$ cat config.mk
export PLATFORM = sky130hd
export DESIGN_NAME = clb_cluster
export DESIGN_NICKNAME = d
export VERILOG_FILES = /design/src/rtl/clb_cluster.sv
export SDC_FILE = /design/constraint.sdc
export NUM_CORES = 1
export LEC_CHECK = 0
export ABC_AREA = 1
export BUFFER_PORTS_ARGS = -buffer_cell sky130_fd_sc_hd__clkbuf_2
export CAP_MARGIN = 20
export CORE_MARGIN = 10
export CORE_UTILIZATION = 58
export CTS_CLUSTER_SIZE = 14
export DETAILED_ROUTE_END_ITERATION = 16
export PLACE_DENSITY = 0.78
export REMOVE_ABC_BUFFERS = 1
export SLEW_MARGIN = 20
export SYNTH_ARGS = -nofsm -noshare
export SYNTH_HDL_FRONTEND = slang
export SYNTH_SLANG_ARGS = --single-unit
$ cat constraint.sdc
create_clock -name clb_clk -period 1.56 [get_ports clb_clk]
set_clock_uncertainty 0.2 [all_clocks]
set_input_delay 0.156 -clock clb_clk [delete_from_list [all_inputs] [get_ports clb_clk]]
set_output_delay 0.156 -clock clb_clk [all_outputs]
set_load 0.02 [all_outputs]
$ cat src/rtl/clb_cluster.sv
// Configurable logic cluster: N K-input LUT/FF logic elements programmed through one serial chain,
// with a load-tracking FSM that gates outputs until a complete frame is present.
module clb_cluster #(
  parameter int K         = 4,
  parameter int N         = 2,
  parameter int SHIFT_DIR = 0
) (
  input  logic         clb_clk,
  input  logic         rst,
  input  logic         prog_en,
  input  logic         prog_in,
  output logic         prog_out,
  input  logic         clb_ce,
  input  logic [N*K-1:0] clb_input,
  output logic [N-1:0] clb_output,
  output logic         cfg_done,
  output logic         cfg_err
);

  localparam int W        = 2**K + 2;
  localparam int CFG_BITS = N * W;
  localparam int CW       = $clog2(CFG_BITS + 1);
  localparam logic [CW-1:0] FULL = CW'(CFG_BITS);

  typedef enum logic [1:0] {UNCONF, LOAD, RUN} state_e;

  state_e              state_q;
  logic [CFG_BITS-1:0] cfg_q, cfg_d;
  logic [CW-1:0]       cnt_q;
  logic [N-1:0]        ff_q;
  logic                err_q;
  logic [N-1:0]        sel, init, lut_out;

  if (SHIFT_DIR == 0) begin : g_dir_msb_in
    assign cfg_d    = {prog_in, cfg_q[CFG_BITS-1:1]};
    assign prog_out = cfg_q[0];
  end else begin : g_dir_lsb_in
    assign cfg_d    = {cfg_q[CFG_BITS-2:0], prog_in};
    assign prog_out = cfg_q[CFG_BITS-1];
  end

  // Each frame: bit 0 output select, bit 1 FF init, then the 2^K-entry truth table.
  for (genvar i = 0; i < N; i++) begin : g_ble
    logic [2**K-1:0] lut_tbl;
    assign lut_tbl    = cfg_q[i*W+2 +: 2**K];
    assign sel[i]     = cfg_q[i*W];
    assign init[i]    = cfg_q[i*W+1];
    assign lut_out[i] = lut_tbl[clb_input[i*K +: K]];
  end

  always_ff @(posedge clb_clk) begin
    if (rst) begin
      // NOTE: the configuration chain is reset too, so prog_out reads 0 out of reset and a
      // downstream cluster never shifts in X.
      state_q <= UNCONF;
      cnt_q   <= '0;
      cfg_q   <= '0;
      ff_q    <= '0;
      err_q   <= 1'b0;
    end else begin
      // NOTE: non-blocking assignments only here, so every branch sees the pre-edge state.
      err_q <= 1'b0;
      if (prog_en) cfg_q <= cfg_d;
      case (state_q)
        UNCONF: begin
          if (prog_en) begin
            state_q <= LOAD;
            cnt_q   <= CW'(1);
          end
        end
        LOAD: begin
          if (prog_en) begin
            if (cnt_q != FULL) cnt_q <= cnt_q + 1'b1;
          end else if (cnt_q == FULL) begin
            state_q <= RUN;
            ff_q    <= init;
          end else begin
            state_q <= UNCONF;
            err_q   <= 1'b1;
          end
        end
        RUN: begin
          if (prog_en) begin
            state_q <= LOAD;
            cnt_q   <= CW'(1);
          end else if (clb_ce) begin
            ff_q <= lut_out;
          end
        end
        default: state_q <= UNCONF;
      endcase
    end
  end

  assign cfg_done   = (state_q == RUN);
  assign cfg_err    = err_q;
  assign clb_output = cfg_done ? ((sel & ff_q) | (~sel & lut_out)) : '0;

endmodule

==> results.md <==
* Core ar. at 3660 µm²
* Post-route minimum period at 1.73 ns
* Netlist cell types at 22
* Gate power share at 14.4%
* First-pass detailed-route iteration total at 4
* Post-synthesis sequential area ratio at 43.0%
* Critical path fanouts, max at 2
* Root Driver: clkbuf_8
* Non-Filler Cell Area, Final at approximately 2700 µm²
* Failing checks: setup timing
* Die Y at between 80 and 90 µm
* Iteration-0 DRC count of the detailed router at 102
* P&R area growth vs syn at 23.1%
* #FFs+latches synth at 47
* Worst r2r path cells at 7
* Max Slew Vio Count at 0
* WS Path Type: reg2out
* DR WL/cell at roughly 13 µm
* Pin count of the biggest net entering global routing at 27
* Worst Hold Depth at 5
* Cells after DPL at ~380
* Routed Antenna Nets at 0
* Max Clock Freq at 578 MHz
* Power Density at 928 nW/µm²
* Number of port buffers at 17
* Most frequent cells in the layout: nand2_1 (48), a21oi_1 (44), o21ai_0 (37)
* Synth Warn # at 0
* # IOs at 18
* Filler cells at a little under 300
* Post-synthesis cell count at 312
* Worst-Margin Slew at 0.266 ns
* CTS tree: yes
* DR vias/cell at between 5 and 6
* RSZ-0062 raised after global routing: yes
* Crit path largest cell delay at 0.34 ns
* Static Leakage at 0.00121 µW
* H-tree depth at 2
* Sw power at 666 µW
* Top delay family on crit path: simple AND/OR/NAND/NOR gates
* Worst skew pair latency at 0.30 ns
* Clock sinks at 47
* Mapped Area at between 2000 and 2500 µm²
* Crit path depth at 9
* Reg clk slew, reported paths at 0.09 ns
* Critical path arrival at between 1 and 1.5 ns
* Drt total wl at 5.05 mm
* Slowest-stage cell, CP: dfxtp_2
* CTS max path bufs at 2
* Post-route DRC at 0
* CP Data Required Time at 1.20 ns
* Overall power at 2500 µW
* Critical Path Source Type: flop
* Placed inst area at roughly 2400 µm²
* Std-Cell Rows at 22
* Final Util at 73.5%
* Worst vdd ir at 632 µV
* Switching Fraction at between 20% and 30%
* HPWL Detailed at 3.35 mm
* Worst Hold Class: in2reg
* Die Wd at 81.4 µm
* WP buf/inv at 2
* First-pass GRT wire length at between 8 and 9 mm
* Final worst slack at -0.169 ns
* Layout cells sized above 1 at between 30 and 40%
* Fin. Hold Viols at 0
* Total GRT Usage at 15.2%
* Total CTS buffers at 5
* Starting density of the core at 59.7%
* Register share of total power at 52.7%
* MaxCap Viol Count at 0
* Post-synthesis average cell area at 7.01 µm²
* Commonest non-fill, non-tap cell in the layout: nand2_1
* Vias in the first global route at 1983
* Design internal power at between 1500 and 2000 µW
* Clock share of power at between 30% and 40%
* ANT cells at 0
* Setup violators final at 2
* Post-route non-filler standard cell count at 395
* GP Congestion at 0.834
* Status: complete, but fails checks
* Cell Chain, Critical Path: nand2_2 > o21ai_2 > nand2_1 > nand3_1 > nand3_1 > nand2_1 > o21ai_1 > inv_1 > clkbuf_8
* Die ar. at 6620 µm²
* Initial antenna violation count at 0
* Final period utilization at 111%
* Nets at 361
* Gr ovfl total at 0
* Rel. slew slack at 82.3%
* Setup crit end kind: primary output
* Via count at 2073
-- synthesized netlist by cell type (all sizes together) --
| cell type | count | area, µm² |
|---|---|---|
| a211oi | 2 | 15.0 |
| a21oi | 48 | 252 |
| a311oi | 1 | 8.76 |
| buf | 7 | 41.3 |
| clkbuf | 8 | 32.5 |
| dfxtp | 47 | 941 |
| ha | 2 | 25.0 |
| inv | 54 | 203 |
| nand2 | 54 | 213 |
| nand3 | 28 | 140 |
| nand4 | 2 | 27.5 |
| nor2 | 15 | 63.8 |
| o21ai | 43 | 215 |
| xor2 | 1 | 8.76 |
-- per-layer routing --
layer / global-route usage (%) / part of all wire [%]
met1: 17.0 / 46
met5: 0 / 0
met2: 26.3 / 49
met4: 7.44 / 1.4
met3: 3.64 / 4.4
-- tightest hold or removal path, stage by stage --
cell and delay [ns]:
clkbuf_2 0.09, nand3_1 0.07, nand2_1 0.07, nand2_1 0.06, a21oi_1 0.05
-- layout make-up --
cell class	count	area, µm²	area share [%]
clock buffer	7	96.3	3.58
sequential	47	975	36.2
clock inverter	1	7.51	0.279
timing repair buffer	42	335	12.5
multi-input combinational	196	1010	37.5
inverter	54	206	7.67
tap	48	60.1	2.23
-- logic make-up (layout without fill, tap and decap cells) --
logic type / Yosys count / in the layout / share of synthesized area, %
xor+xnor: 1 / 1 / 0.401
fa+ha+maj: 2 / 2 / 1.14
flops: 47 / 47 / 43.0
simple gates: 99 / 99 / 20.3
buf+inv: 69 / 104 / 12.7
compound gates: 94 / 94 / 22.4
-- stage by stage --
step / worst slack [ns] / setup TNS (ns) / hold slack, ns
floorplan: 0.0330 / 0 / 0.0251
global placement: 0.00572 / 0 / 0.234
detailed placement: -0.0191 / -0.0191 / 0.243
CTS: -0.193 / -0.408 / 0.0423
global route: -0.272 / -0.504 / 0.0513
finish: -0.169 / -0.337 / 0.0386
-- flip-flops by register name, indices dropped and copies added (netlist names) --
| register | cells |
|---|---|
| cfg_q | 36 |
| cfg_err | 1 |
| ff_q | 2 |
| cnt_q | 6 |
| state_q | 2 |
-- worst paths after layout --
| path | startpoint | to | slack (ns) |
|---|---|---|---|
| min reg2reg | cfg_q[25] | cfg_q[24] | 0.25 |
| max reg2reg | cnt_q[1] | ff_q[1] | 0.08 |
| max | cfg_q[13] | clb_output[0] | -0.17 |
| min | clb_input[3] | ff_q[0] | 0.04 |
-- power by group through the flow --
stage               sequential [µW]  clock, µW  combinational [µW]
CTS                            1310        825                 336
detailed placement             1330          0                 303
floorplan                      1320          0                 173
global route                   1320        875                 405
finish                         1320        821                 360
global placement               1320          0                 297
-- what timing repair did --
item                                    CTS  global route
hold buffers                              2             0
hold endpoints to repair                  6             0
setup buffers                             7             5
pin swaps                                 9            18
gates resized for setup                  41            39
endpoints found under the setup margin    2            39
Power figures use the tool's default switching activity.
